`config.mk`:
```
export PLATFORM = sky130hd
export DESIGN_NAME = mouse_click_ctl
export DESIGN_NICKNAME = d
export VERILOG_FILES = /design/src/rtl/mouse_click_ctl.sv
export SDC_FILE = /design/constraint.sdc
export NUM_CORES = 1
export LEC_CHECK = 0
export BUFFER_PORTS_ARGS = -buffer_cell sky130_fd_sc_hd__buf_2
export CAP_MARGIN = 5
export CORE_MARGIN = 3
export CORE_UTILIZATION = 30
export CTS_CLUSTER_SIZE = 25
export DETAILED_ROUTE_END_ITERATION = 10
export MAX_ROUTING_LAYER = met4
export PLACE_DENSITY_LB_ADDON = 0.3
export SYNTH_ARGS = -nofsm -noshare
export SYNTH_HDL_FRONTEND = slang
export SYNTH_SLANG_ARGS = --single-unit
```
`constraint.sdc`:
```
create_clock -name pclk -period 5.4 [get_ports pclk]
set_clock_uncertainty 0.05 [all_clocks]
set_input_delay 0 -clock pclk [delete_from_list [all_inputs] [get_ports pclk]]
set_output_delay 0 -clock pclk [all_outputs]
set_load 0.05 [all_outputs]
```
`src/rtl/mouse_click_ctl.sv`:
```
// Mouse left-button event decoder: turns the synchronised button level into
// single-click, double-click and long-hold events with the press-time position.
module mouse_click_ctl #(
    parameter int HOLD_CYCLES = 32_500_000,
    parameter int DBL_CYCLES  = 19_500_000,
    parameter int CNT_W       = 26
) (
    input  logic        pclk,
    input  logic        rst,
    input  logic [11:0] xpos_in,
    input  logic [11:0] ypos_in,
    input  logic        mouse_left_in,
    output logic        click_pulse,
    output logic        dbl_click_pulse,
    output logic        hold_out,
    output logic [11:0] click_xpos,
    output logic [11:0] click_ypos
);

    typedef enum logic [1:0] {
        IDLE   = 2'd0,
        PRESS  = 2'd1,
        WAIT2  = 2'd2,
        PRESS2 = 2'd3
    } state_t;

    localparam logic [CNT_W-1:0] HOLD_LAST = CNT_W'(HOLD_CYCLES - 1);
    localparam logic [CNT_W-1:0] DBL_LAST  = CNT_W'(DBL_CYCLES - 1);
    localparam logic [CNT_W-1:0] DBL_LIMIT = CNT_W'(DBL_CYCLES);

    state_t           r_state;
    logic [CNT_W-1:0] r_cnt;
    logic             r_left_q;
    logic             w_press;

    assign w_press = mouse_left_in & ~r_left_q;

    // r_left_q resets high so a button already down at reset is not a press.
    always_ff @(posedge pclk) begin
        if (rst) begin
            r_state         <= IDLE;
            r_cnt           <= '0;
            r_left_q        <= 1'b1;
            click_pulse     <= 1'b0;
            dbl_click_pulse <= 1'b0;
            hold_out        <= 1'b0;
            click_xpos      <= '0;
            click_ypos      <= '0;
        end else begin
            r_left_q        <= mouse_left_in;
            click_pulse     <= 1'b0;
            dbl_click_pulse <= 1'b0;
            case (r_state)
                IDLE: begin
                    if (w_press) begin
                        click_xpos <= xpos_in;
                        click_ypos <= ypos_in;
                        r_cnt      <= '0;
                        r_state    <= PRESS;
                    end
                end
                PRESS: begin
                    if (mouse_left_in) begin
                        // Counter parks at the last value; hold stays asserted.
                        if (r_cnt == HOLD_LAST) begin
                            hold_out <= 1'b1;
                        end else begin
                            r_cnt <= r_cnt + CNT_W'(1);
                        end
                    end else if (hold_out) begin
                        hold_out <= 1'b0;
                        r_state  <= IDLE;
                    end else begin
                        click_pulse <= 1'b1;
                        r_cnt       <= '0;
                        r_state     <= WAIT2;
                    end
                end
                WAIT2: begin
                    // A press on the expiry edge still counts as a double click.
                    if (w_press && (r_cnt < DBL_LIMIT)) begin
                        dbl_click_pulse <= 1'b1;
                        click_xpos      <= xpos_in;
                        click_ypos      <= ypos_in;
                        r_state         <= PRESS2;
                    end else if (r_cnt == DBL_LAST) begin
                        r_state <= IDLE;
                    end else begin
                        r_cnt <= r_cnt + CNT_W'(1);
                    end
                end
                PRESS2: begin
                    if (!mouse_left_in) begin
                        r_state <= IDLE;
                    end
                end
                default: r_state <= IDLE;
            endcase
        end
    end

endmodule
```
==> results.ini <==
[sta]
fmax_ghz = 0.316
rsz0062_at_grt = no
hold_ws_ns = 0.164
slew_headroom = 0.263
setup_tns_ns = 0
finalMaxSlewViolations = 0
worst_pin_slew_ns = 1.10
hold_violations = 0
setup-violations-final = 0
period_share = 0.585
timing.final.crit_period_ns = 3.16

[setup_path]
cp-end-kind = register
worst_setup_path_start_kind = register
setup.worst_path.class = register to register
required_ns = 5.53
arrival_ns = 3.29
crit_fanout = 32

[global_route]
first_global_vias = 2824
busiest_layer = met2
overflow = 0
globalRouteTotalUtil = 0.147
grt_use_met1 = 0.183
grt_max_degree = 75
gr-usage-met2 = 0.249
grtUsageMet3 = 0.0216
grt_pass1_wl_mm = 13.7
antenna_found_initial = 0

[power_and_ir_drop]
powerDensity_mw_per_mm2 = 293
vdd_drop_max_mv = 0.121
leakage_nw = 1.48

[detailed_routing]
vias = 2893
dr.pass1.iters = 5
final_antenna_net_count = 0
dr.first_iter.drc_count = 134
drc = 0
via_per_inst = 5.25
routed_wl_mm = 7.98
wl_per_cell_um = 14.5

[cts]
clock_sinks = 56
post_cts_resized = 0
cts_buffers = 5
clk_path_buf_depth = 2
path_clk_slew_ns = 0.11
cts_root_buf = clkbuf_8
cts.htree.levels = 2
clock_latency_ns = 0.32
cts_tree = done

[hold_path]
hp-class = primary input to register

[logic_synthesis]
synth_cell_types = 60
async_reset_ff_frac = 0
syn_avg_cell_area_sq_um = 8.73
synthFlopType = dfxtp_1
synth-edff-count = 0
synth_warnings = 0
ys_ff_latch = 56
netlist_instances = 356
synth-seq-area-share = 0.361
synth_area_sq_mm = 0.00311
syn-num-nets = 389

[placed_design]
placed_area_sq_mm = 0.00340
io_buffer_count = 53
gp_congestion = 0.833
hpwlAfterDp_mm = 5.28

[final_layout]
fillers = 1003
syn2layout_area_growth_pct = 20.8
fin_area_sq_mm = 0.00375
drive_above_1_share = 0.196
fin_nets = 450
diodes = 0

[floorplan]
chipWidth_um = 108
rows = 36
core_area_sq_mm = 0.00991
die_height_um = 108
initial_utilization = 0.314
top_level_ports = 54
die_area_sq_mm = 0.0116

[outcome]
outcome = finished clean

[job]
timing.max_cap.violations = 0

## registers in the layout, summed over array words and instances (netlist names)
register	flops
click_ypos	12
click_pulse	1
r_left_q	1
dbl_click_pulse	1
r_cnt	26
hold_out	1
r_state	2
click_xpos	12
## placed cells by master (no fill, tap or decap), types with 2 or more instances in the layout
cell type | Yosys | final
and4_4 | 3 | 3
nand2_1 | 68 | 68
dfxtp_1 | 56 | 56
or4_1 | 4 | 4
nor3b_1 | 2 | 2
o41ai_1 | 9 | 9
inv_6 | 0 | 2
and3_1 | 12 | 12
nor3_1 | 3 | 3
nand4_1 | 5 | 5
o311ai_0 | 20 | 20
o41ai_2 | 3 | 3
nand3_1 | 9 | 9
a21oi_1 | 15 | 15
a41o_1 | 2 | 2
o31ai_1 | 3 | 3
nor2b_1 | 3 | 3
nor4_1 | 2 | 2
clkbuf_8 | 0 | 5
o21ai_0 | 11 | 11
ha_1 | 6 | 6
o21a_1 | 2 | 2
o211ai_1 | 3 | 3
inv_1 | 7 | 6
mux2i_1 | 24 | 24
nor2_1 | 16 | 16
a31oi_1 | 8 | 8
and2_1 | 3 | 3
nor4b_4 | 2 | 2
a21boi_1 | 2 | 2
buf_2 | 4 | 53
dlygate4sd3_1 | 0 | 25
or3_1 | 3 | 3
## power breakdown
group / leakage, nW / switching [W] / total [W] / internal (W)
Sequential: 0.455 / 0.0000175 / 0.000468 / 0.000450
Combinational: 0.975 / 0.000256 / 0.000374 / 0.000118
Clock: 0.0511 / 0.000160 / 0.000258 / 0.0000985
## final cells by class
class,instances,area [sq um],area share
sequential,56,1120,0.299
tap,133,166,0.0443
clock buffer,5,68.8,0.0183
inverter,7,26.3,0.00700
multi-input combinational,268,1820,0.484
clock inverter,3,28.8,0.00767
timing repair buffer,79,523,0.139
## worst paths after layout
path,startpoint,endpoint,slack (ns),depth (start not counted)
max,r_cnt[13],r_cnt[5],2.24,6
min,rst,r_cnt[8],0.16,2
max reg2reg,r_cnt[13],r_cnt[5],2.24,6
min reg2reg,click_ypos[6],click_ypos[6],0.41,2
## cell usage after synthesis, drive strengths merged (5+ instances only)
library cell	number	share of area
o21ai	11	0.018
nand4	5	0.010
nand3	10	0.018
nand2	69	0.084
dfxtp	56	0.36
ha	6	0.024
clkbuf	14	0.017
and3	12	0.024
inv	7	0.0085
a31oi	8	0.016
o41ai	12	0.041
mux2i	24	0.077
buf	11	0.028
a21oi	15	0.024
o311ai	20	0.056
nor2	17	0.021
## timing repair
item,4_1_cts,5_1_grt
hold endpoints to repair,27,0
buffers inserted,0,0
hold buffers,25,0
endpoints found under the setup margin,0,0
## stage by stage
stage	total power [W]	cells	utilization	worst slack, ns
after floorplan	0.000772	356	-	3.14
after global placement	0.000835	518	0.344	2.35
after detailed placement	0.000839	518	0.344	2.24
after CTS	0.00111	551	0.379	2.23
after global routing	0.00115	551	0.379	1.96
final	0.00110	551	0.379	2.24
## cells by family after synthesis
| kind of cell | after synthesis | share of synthesized area |
|---|---|---|
| AOI/OAI and AO/OA | 88 | 0.219 |
| adders and majority gates | 6 | 0.0242 |
| buffers and inverters | 32 | 0.0540 |
| DFF | 56 | 0.361 |
| muxes | 24 | 0.0773 |
| and+or+nand+nor | 150 | 0.264 |
## worst max-delay path, cell delays in order (launching register included)
cell     delay, ns
dfxtp_1       0.41
nor4_4        0.29
a21oi_1       0.09
a31oi_1       0.37
and2_1        0.86
or2_1         0.72
o21ai_0       0.20
## metal layers
metal,up-vias,wire length [um]
met5,-,0
met4,0,96
met3,7,425
met2,81,3710
met1,1346,3740
li1,1459,-
Note: power is estimated with default switching activity, not from simulation.
